### config.mk
export PLATFORM = sky130hd
export DESIGN_NAME = restoring_div_core
export DESIGN_NICKNAME = d
export VERILOG_FILES = /design/src/rtl/div_pkg.sv /design/src/rtl/restoring_div_step.sv /design/src/rtl/restoring_div_core.sv
export SDC_FILE = /design/constraint.sdc
export NUM_CORES = 1
export LEC_CHECK = 0
export CAP_MARGIN = 5
export CORE_ASPECT_RATIO = 0.75
export CORE_UTILIZATION = 46
export CTS_BUF_LIST = sky130_fd_sc_hd__clkbuf_16
export CTS_CLUSTER_DIAMETER = 60
export CTS_CLUSTER_SIZE = 16
export DETAILED_ROUTE_END_ITERATION = 10
export GPL_TIMING_DRIVEN = 1
export PLACE_DENSITY = 0.69
export SYNTH_ARGS = -nofsm -noshare
export SYNTH_HDL_FRONTEND = slang
export SYNTH_SLANG_ARGS = --single-unit
### constraint.sdc
create_clock -name clk -period 3.8 [get_ports clk]
set_input_delay 0.57 -clock clk [delete_from_list [all_inputs] [get_ports clk]]
set_output_delay 0.57 -clock clk [all_outputs]
set_load 0.03 [all_outputs]
### src/rtl/div_pkg.sv
// Shared types for the restoring divider family.
package div_pkg;

  localparam int DIV_MIN_WIDTH = 2;

  typedef enum logic [2:0] {
    IDLE,
    PREP,
    DIVIDE,
    FIXUP,
    DONE
  } div_state_t;

endpackage

### src/rtl/restoring_div_step.sv
// One restoring-division iteration: shift {acc, q} left, trial-subtract the divisor, keep or restore.
module restoring_div_step #(
  parameter int WIDTH = 16
) (
  input  logic [WIDTH-1:0] acc_i,
  input  logic [WIDTH-1:0] q_i,
  input  logic [WIDTH-1:0] divisor_i,
  output logic [WIDTH-1:0] acc_o,
  output logic [WIDTH-1:0] q_o
);

  logic [WIDTH:0] acc_sh;
  logic [WIDTH:0] trial;

  // The shifted accumulator needs WIDTH+1 bits, so the borrow (not acc MSB) decides the quotient bit.
  always_comb begin
    acc_sh = {acc_i, q_i[WIDTH-1]};
    trial  = acc_sh - {1'b0, divisor_i};
    if (trial[WIDTH]) begin
      acc_o = acc_sh[WIDTH-1:0];
      q_o   = {q_i[WIDTH-2:0], 1'b0};
    end else begin
      acc_o = trial[WIDTH-1:0];
      q_o   = {q_i[WIDTH-2:0], 1'b1};
    end
  end

endmodule

### src/rtl/restoring_div_core.sv
// Sequential restoring divider, one quotient bit per cycle, signed/unsigned, valid/ready on both sides.
// state  | meaning
// IDLE   | waiting for operands, in_ready high
// PREP   | divide-by-zero check, magnitude conversion, sign bookkeeping
// DIVIDE | WIDTH shift/subtract iterations
// FIXUP  | apply quotient/remainder signs
// DONE   | result held until out_ready
module restoring_div_core
  import div_pkg::*;
#(
  parameter int WIDTH     = 16,
  parameter bit SIGNED_EN = 1'b1
) (
  input  logic             clk,
  input  logic             rst,
  input  logic             in_valid,
  output logic             in_ready,
  input  logic             signed_op,
  input  logic [WIDTH-1:0] dividend,
  input  logic [WIDTH-1:0] divisor,
  output logic             out_valid,
  input  logic             out_ready,
  output logic [WIDTH-1:0] quotient,
  output logic [WIDTH-1:0] remainder,
  output logic             div_by_zero,
  output logic             overflow,
  output logic             busy
);

  localparam int CW = $clog2(WIDTH);
  localparam logic [WIDTH-1:0] MOST_NEG = {1'b1, {(WIDTH-1){1'b0}}};

  div_state_t       state_q, state_d;
  logic [WIDTH-1:0] acc_q, acc_d;
  logic [WIDTH-1:0] q_q, q_d;
  logic [WIDTH-1:0] dvs_q, dvs_d;
  logic [CW-1:0]    cnt_q, cnt_d;
  logic             signed_q, signed_d;
  logic             q_neg_q, q_neg_d;
  logic             r_neg_q, r_neg_d;
  logic             dbz_q, dbz_d;
  logic             ovf_q, ovf_d;
  logic [WIDTH-1:0] step_acc, step_q;

  function automatic logic [WIDTH-1:0] abs_val(input logic [WIDTH-1:0] x);
    return x[WIDTH-1] ? (~x + 1'b1) : x;
  endfunction

  restoring_div_step #(.WIDTH(WIDTH)) u_step (
    .acc_i     (acc_q),
    .q_i       (q_q),
    .divisor_i (dvs_q),
    .acc_o     (step_acc),
    .q_o       (step_q)
  );

  always_ff @(posedge clk or posedge rst) begin
    if (rst) begin
      state_q  <= IDLE;
      acc_q    <= '0;
      q_q      <= '0;
      dvs_q    <= '0;
      cnt_q    <= '0;
      signed_q <= 1'b0;
      q_neg_q  <= 1'b0;
      r_neg_q  <= 1'b0;
      dbz_q    <= 1'b0;
      ovf_q    <= 1'b0;
    end else begin
      state_q  <= state_d;
      acc_q    <= acc_d;
      q_q      <= q_d;
      dvs_q    <= dvs_d;
      cnt_q    <= cnt_d;
      signed_q <= signed_d;
      q_neg_q  <= q_neg_d;
      r_neg_q  <= r_neg_d;
      dbz_q    <= dbz_d;
      ovf_q    <= ovf_d;
    end
  end

  always_comb begin
    state_d  = state_q;
    acc_d    = acc_q;
    q_d      = q_q;
    dvs_d    = dvs_q;
    cnt_d    = cnt_q;
    signed_d = signed_q;
    q_neg_d  = q_neg_q;
    r_neg_d  = r_neg_q;
    dbz_d    = dbz_q;
    ovf_d    = ovf_q;
    unique case (state_q)
      IDLE: begin
        if (in_valid) begin
          q_d      = dividend;
          dvs_d    = divisor;
          acc_d    = '0;
          signed_d = SIGNED_EN & signed_op;
          q_neg_d  = 1'b0;
          r_neg_d  = 1'b0;
          dbz_d    = 1'b0;
          ovf_d    = 1'b0;
          state_d  = PREP;
        end
      end
      PREP: begin
        // Zero check runs on the latched divisor so the accept path stays a plain register load.
        if (dvs_q == '0) begin
          q_d     = '1;
          acc_d   = q_q;
          dbz_d   = 1'b1;
          state_d = DONE;
        end else begin
          if (signed_q) begin
            q_neg_d = q_q[WIDTH-1] ^ dvs_q[WIDTH-1];
            r_neg_d = q_q[WIDTH-1];
            q_d     = abs_val(q_q);
            dvs_d   = abs_val(dvs_q);
            ovf_d   = (q_q == MOST_NEG) && (dvs_q == '1);
          end
          acc_d   = '0;
          cnt_d   = '0;
          state_d = DIVIDE;
        end
      end
      DIVIDE: begin
        acc_d = step_acc;
        q_d   = step_q;
        cnt_d = cnt_q + 1'b1;
        if (cnt_q == CW'(WIDTH - 1)) state_d = FIXUP;
      end
      FIXUP: begin
        if (q_neg_q) q_d = ~q_q + 1'b1;
        if (r_neg_q) acc_d = ~acc_q + 1'b1;
        state_d = DONE;
      end
      DONE: begin
        if (out_ready) state_d = IDLE;
      end
      default: state_d = IDLE;
    endcase
  end

  assign in_ready    = (state_q == IDLE) && !rst;
  assign busy        = (state_q != IDLE);
  assign out_valid   = (state_q == DONE);
  assign quotient    = q_q;
  assign remainder   = acc_q;
  assign div_by_zero = dbz_q;
  assign overflow    = ovf_q;

endmodule

==> flow_summary_export.csv, run 1 <==
group,metric,value,unit
sta,rsz0062_at_grt,"no",
floorplan,coreArea,10500,sq um
detailed_routing,first_pass_iters,5,
global_routing,grt_max_degree,38,
clock_tree,cts.sink_count,60,
critical_path,crit_path_end_kind,"flop",
synth,syn-num-nets,686,
synth,syn_avg_cell_area,8.07,sq um
final_layout,drive_gt1_frac,0.0672,
sta,slew_violations,0,
min_path,hold_depth,2,
synth,synth-seq-cells,60,
power,p_leak,2.57,nW
synth,yosysMostFrequentCell,"o21ai_0",
critical_path,crit_fanout,19,
synth,yosys_warnings,0,
clock_tree,cts.clk_slew.worst_paths,0.05,ns
detailed_routing,num_vias,5266,
critical_path,crit_family,"compound AO/OA/AOI/OAI gates",
clock_tree,clock_path_buffers,2,
min_path,hp-start,"q_neg_q$_DFFE_PP0P_",
synth,synth_area,5050,sq um
detailed_routing,vias_per_cell,6.41,
critical_path,r2r_start,"remainder[0]$_DFFE_PP0P_",
clock_tree,cts_tree,"built",
sta,max_freq,0.322,GHz
floorplan,io_pins,74,
critical_path,cpPeakStageDelay,0.47,ns
sta,fin_crit_sh,0.818,
global_routing,busiest_layer,"met2",
clock_tree,ctsHoldBuffers,0,
detailed_routing,wl_per_cell,19.2,microns
final_layout,area_growth,20.8,%
critical_path,path_cells,"inv_1, fa_1, nand2b_1, a21oi_1, o2111ai_1, o211a_1, a311oi_4, buf_4, mux2_1, o221ai_1",
power,p_int,2.88,mW
detailed_routing,drt_iter0_drc,731,
power,p_per_area,947,nW/um^2
sta,slew_headroom,0.252,
floorplan,initial_core_util,0.482,
power,ir_worst_vdd,0.587,mV
floorplan,die_y,92.8,microns
global_routing,antenna_found_initial,0,
critical_path,critical_path_class,"flop to flop",
global_routing,grt_pass1_vias,4864,
sta,finalHoldViolCount,0,
sta,fin_crit,3.11,ns
power,p_comb_frac,0.610,
synth,yosys-top-cells-count,"64 x o21ai_0, 60 x dfrtp_1, 58 x nor2_1, 51 x nand2_1, 42 x a21oi_1",
placement,port_buffers,73,
floorplan,dieArea,11400,sq um
critical_path,cp_slowest_cell,"dfrtp_1",
final_layout,num_antenna_cells,0,
final_layout,finalNonFillerCells,821,
sta,setup_viol,0,
synth,yosysTopAreaCell,"dfrtp_1",
sta,setup_tns,0,ns
clock_tree,numCtsBuffers,9,
synth,synthFlopType,"dfrtp_1",
critical_path,crit_arrival,3.34,ns
clock_tree,cts-root-buf,"clkbuf_16",
power,p_seq_frac,0.240,
detailed_routing,post-route-drc-count,0,
clock_tree,cts_setup_buffers,0,
synth,ys_async_sr_fraction,1.00,
status,outcome,"completed",
floorplan,std_cell_rows,32,
floorplan,die_width,123,microns
synth,synth.distinct_cells,77,
clock_tree,clkLatencyLatePin,0.34,ns
sta,finalWorstSetupSlack,0.693,ns
sta,skew,0.0115,ns
synth,synth_area_leaders,"dfrtp_1 30%, o21ai_0 6.3%, ha_1 5.4%",
critical_path,crit_required,4.03,ns
placement,dp_hpwl,11.3,mm
global_routing,grt_use_met3,0.0634,
global_routing,grtUsageTotal,0.285,
final_layout,finish.utilization,0.582,
global_routing,grt_pass1_wl,25.2,mm
critical_path,regToRegSetupSlack,0.69,ns
critical_path,crit_buf_inv,2,
power,switchingPower,2.90,mW
synth,syn_inst,626,
global_routing,use_met2,0.431,
detailed_routing,postRouteAntennaNets,0,
clock_tree,htree_levels,3,
power,swShare,0.501,
placement,place_congestion,0.910,
placement,pre_cts_slack,0.772,ns
global_routing,gr-total-overflow,0,
min_path,min_delay_worst_endpoint,"q_neg_q$_DFFE_PP0P_",
synth,synth_edf_count,0,
final_layout,num-fill-cells,963,
sta,worstMarginPinSlew,1.12,ns
final_layout,nets,740,
critical_path,r2r_cells,10,
clock_tree,cts_resized,0,
min_path,hold_path.class,"flop to flop",
critical_path,timing.rr.end,"remainder[0]$_DFFE_PP0P_",
global_routing,grt_use_met1,0.410,
power,clock_power_share,0.150,
placement,dp_cells,805,
detailed_routing,wl,15.8,mm
synth,yosysSeqAreaShare,0.297,
run,cap_violations,0,
synth,synth_top_area_frac,0.297,
critical_path,critPathLaunchType,"flop",
## worst max path at each step
| stage | from | endpoint | slack [ns] | depth (start not counted) |
|---|---|---|---|---|
| 3_3_place_gp | quotient[15]$_DFFE_PP0P_ | remainder[0]$_DFFE_PP0P_ | 0.85 | 11 |
| 6_report | remainder[0]$_DFFE_PP0P_ | remainder[0]$_DFFE_PP0P_ | 0.69 | 10 |
| 2_1_floorplan | quotient[15]$_DFFE_PP0P_ | remainder[8]$_DFFE_PP0P_ | 0.74 | 11 |
| 4_1_cts | remainder[0]$_DFFE_PP0P_ | remainder[0]$_DFFE_PP0P_ | 0.73 | 10 |
| 3_5_place_dp | remainder[0]$_DFFE_PP0P_ | remainder[0]$_DFFE_PP0P_ | 0.77 | 10 |
| 5_1_grt | remainder[0]$_DFFE_PP0P_ | remainder[0]$_DFFE_PP0P_ | 0.55 | 10 |
## registers in the layout, indices dropped and copies added, names as in the netlist
signal / flops
dvs_q: 16
quotient: 16
remainder: 16
cnt_q: 4
state_q: 3
div_by_zero: 1
overflow: 1
q_neg_q: 1
r_neg_q: 1
signed_q: 1
## power groups by stage
stage	combinational [mW]	sequential (mW)	clock [mW]
floorplan	2.50	1.40	0
global placement	3.40	1.36	0
detailed placement	3.44	1.38	0
CTS	3.47	1.37	0.883
global route	3.83	1.43	0.907
finish	3.53	1.39	0.867
## cells in the final DEF (no fill, tap or decap), drive strengths merged, types with 5 or more instances in the layout
master         instances
nand3                 17
xnor2                 13
nand4                 12
nand2                 51
nand2b                 6
a31oi                  9
nor2                  58
o211ai                 6
buf                   12
o31ai                  5
a21o                   7
a22o                  12
and3                   5
clkdlybuf4s50         73
clkbuf                 9
a222oi                 8
o21a                   6
a21oi                 43
inv                   29
xor2                  10
o311ai                 8
nor3                  26
clkinv                 5
or3                    7
a22oi                 15
ha                    22
dfrtp                 60
nor3b                  6
nor4                  10
o21ai                 67
## cell families after synthesis
group                    synth area share
AND/OR/NAND/NOR                     0.226
multiplexers                       0.0149
AO/OA/AOI/OAI                       0.291
buffers and inverters              0.0725
adder cells (fa/ha/maj)            0.0584
flip-flops                          0.297
XOR/XNOR                           0.0399
## stage by stage
stage	instance area (sq um)	power (mW)	hold WS [ns]
after floorplan	5050	3.91	0.449
after global placement	5800	4.76	0.472
after detailed placement	5800	4.82	0.482
after CTS	6100	5.72	0.494
after global routing	6100	6.17	0.508
final	6100	5.78	0.491
## final cells by class
cell class / count / area [sq um] / share of cell area
sequential: 60 / 1500 / 0.246
clock inverter: 7 / 81.3 / 0.0133
timing repair buffer: 85 / 821 / 0.134
tap: 136 / 170 / 0.0279
clock buffer: 9 / 225 / 0.0369
multi-input combinational: 495 / 3200 / 0.524
inverter: 29 / 109 / 0.0178
## worst register-to-register path: stages, from the launching register on
cell and delay, ns:
dfrtp_1 0.47, inv_1 0.13, fa_1 0.47, nand2b_1 0.19
a21oi_1 0.27, o2111ai_1 0.16, o211a_1 0.18, a311oi_4 0.31
buf_4 0.29, mux2_1 0.35, o221ai_1 0.17
## per-layer routing
layer	routed length [microns]	part of all wire
met5	0	0
met4	183	0.012
met2	7000	0.44
met3	1320	0.084
met1	7280	0.46
Power figures use the tool's default switching activity.
==> run 2, diff against run 1 <==
==> constraint.sdc (replaced) <==
create_clock -name clk -period 3.1 [get_ports clk]
set_input_delay 0.465 -clock clk [delete_from_list [all_inputs] [get_ports clk]]
set_output_delay 0.465 -clock clk [all_outputs]
set_load 0.03 [all_outputs]
==> run 2 against run 1 <==
Against the previous run:
- critical path depth unchanged
- clock power rose by 26%
- sequential cell count unchanged
- register-to-register slack lost 0.56 ns
- first-iteration DRC count decreased by 23%
- maximum frequency grew 4.8%
- sequential power rose by 9%
- routed wire length rose by 2.4%
- largest cell class unchanged
- final cell count rose by 3.9%
- die area unchanged
- sequential share of layout area decreased by 1.2 points
- clock skew is 0.0031 ns lower
==> flow_summary_export.csv, run 2 (same netlist as run 1, synthesis figures left out) <==
group,metric,value,unit
detailed_routing,vias_per_cell,6.32,
floorplan,die_width,123,microns
final_layout,num_antenna_cells,0,
critical_path,timing.rr.end,"remainder[8]$_DFFE_PP0P_",
detailed_routing,num_vias,5387,
sta,setup_viol,0,
placement,dp_hpwl,11.8,mm
floorplan,io_pins,74,
detailed_routing,drt_iter0_drc,562,
power,p_leak,2.75,nW
sta,fin_crit_sh,0.956,
critical_path,crit_buf_inv,1,
final_layout,nets,772,
global_routing,grt_pass1_vias,4995,
detailed_routing,first_pass_iters,5,
critical_path,cpPeakStageDelay,0.41,ns
power,ir_worst_vdd,0.730,mV
min_path,hp-start,"q_neg_q$_DFFE_PP0P_",
power,p_per_area,1160,nW/um^2
placement,port_buffers,73,
detailed_routing,post-route-drc-count,0,
detailed_routing,wl,16.2,mm
final_layout,layout_commonest_cell,"clkdlybuf4s50_1",
status,outcome,"completed",
sta,max_freq,0.337,GHz
sta,slew_violations,0,
sta,rsz0062_at_grt,"no",
sta,setup_tns,0,ns
sta,slew_headroom,0.243,
floorplan,dieArea,11400,sq um
placement,place_congestion,0.915,
floorplan,coreArea,10500,sq um
critical_path,regToRegSetupSlack,0.14,ns
final_layout,num-fill-cells,973,
clock_tree,numCtsBuffers,9,
global_routing,grtUsageTotal,0.298,
floorplan,initial_core_util,0.482,
critical_path,crit_family,"compound AO/OA/AOI/OAI gates",
min_path,min_delay_worst_endpoint,"q_neg_q$_DFFE_PP0P_",
clock_tree,clkLatencyLatePin,0.34,ns
global_routing,grt_max_degree,41,
clock_tree,htree_levels,3,
critical_path,path_cells,"inv_1, ha_1, fa_1, nand2b_1, a21oi_4, o2111ai_1, o211a_1, a311oi_4, mux2_2, a221o_1",
floorplan,std_cell_rows,32,
detailed_routing,postRouteAntennaNets,0,
critical_path,r2r_start,"quotient[15]$_DFFE_PP0P_",
global_routing,grt_pass1_wl,26.1,mm
clock_tree,cts_tree,"built",
run,cap_violations,0,
critical_path,critical_path_class,"flop to flop",
critical_path,crit_path_end_kind,"flop",
sta,fin_crit,2.96,ns
final_layout,drive_gt1_frac,0.116,
final_layout,area_growth,26.9,%
critical_path,crit_fanout,3,
min_path,hold_depth,2,
critical_path,crit_required,3.32,ns
clock_tree,cts-root-buf,"clkbuf_16",
critical_path,crit_arrival,3.18,ns
sta,worstMarginPinSlew,1.14,ns
clock_tree,cts.sink_count,60,
detailed_routing,wl_per_cell,19.0,microns
sta,whs,0.491,ns
clock_tree,clock_path_buffers,2,
critical_path,cp_slowest_cell,"fa_1",
sta,finalHoldViolCount,0,
final_layout,finish.utilization,0.611,
critical_path,r2r_cells,10,
critical_path,critPathLaunchType,"flop",
min_path,hold_path.class,"flop to flop",
final_layout,layout_common_cells,"73 x clkdlybuf4s50_1, 64 x o21ai_0, 60 x dfrtp_1",
global_routing,antenna_found_initial,0,
sta,skew,0.00847,ns
clock_tree,cts.clk_slew.worst_paths,0.06,ns
floorplan,die_y,92.8,microns
global_routing,gr-total-overflow,0,
## run 2: worst max path at each step
stage                                   startpoint                       end  slack, ns  cells after the start
after floorplan           quotient[15]$_DFFE_PP0P_  remainder[8]$_DFFE_PP0P_       0.04                     11
after CTS                 quotient[15]$_DFFE_PP0P_  remainder[8]$_DFFE_PP0P_       0.02                     10
after global routing          dvs_q[9]$_DFFE_PP0P_  remainder[8]$_DFFE_PP0P_       0.01                      9
after detailed placement  quotient[15]$_DFFE_PP0P_  remainder[0]$_DFFE_PP0P_       0.06                     11
final                     quotient[15]$_DFFE_PP0P_  remainder[8]$_DFFE_PP0P_       0.14                     10
after global placement    quotient[15]$_DFFE_PP0P_  remainder[8]$_DFFE_PP0P_       0.16                     10
## run 2: power by group
group	leakage (nW)	internal [mW]	switching, mW
Sequential	0.769	1.10	0.410
Clock	0.155	0.700	0.391
Combinational	1.83	2.01	2.86
Total	2.75	3.81	3.66
## run 2: stage by stage
step / power, mW / instances / instance area [sq um] / setup slack [ns]
after floorplan: 4.79 / 626 / 5050 / 0.0441
after global placement: 6.07 / 835 / 6050 / 0.161
after detailed placement: 6.16 / 835 / 6050 / 0.0606
after CTS: 7.28 / 851 / 6360 / 0.0203
after global routing: 7.99 / 853 / 6410 / 0.0121
final: 7.46 / 853 / 6410 / 0.136
## run 2: final cells by class
type	instances	area (sq um)	share of cell area
sequential	60	1500	0.234
tap	136	170	0.0265
timing repair buffer	117	1100	0.172
multi-input combinational	495	3210	0.501
inverter	29	109	0.0170
clock inverter	7	91.3	0.0142
clock buffer	9	225	0.0351
## run 2: layer usage
metal  vias to the layer above  track usage  part of all wire
met5                         -            0                 0
met4                         0       0.0833             0.017
met3                        31       0.0776             0.088
met2                       253        0.443              0.43
met1                      2594        0.422              0.46
li1                       2509            -                 -
## run 2: tightest hold or removal path: stages (launching register included)
cell and delay (ns):
dfrtp_1 0.35, nand2_1 0.05, o31ai_1 0.05
## run 2: repair_timing
item,in CTS,in global routing
buffers inserted,0,1
hold buffers,0,0
resized for setup,0,3
setup endpoints to repair,0,6
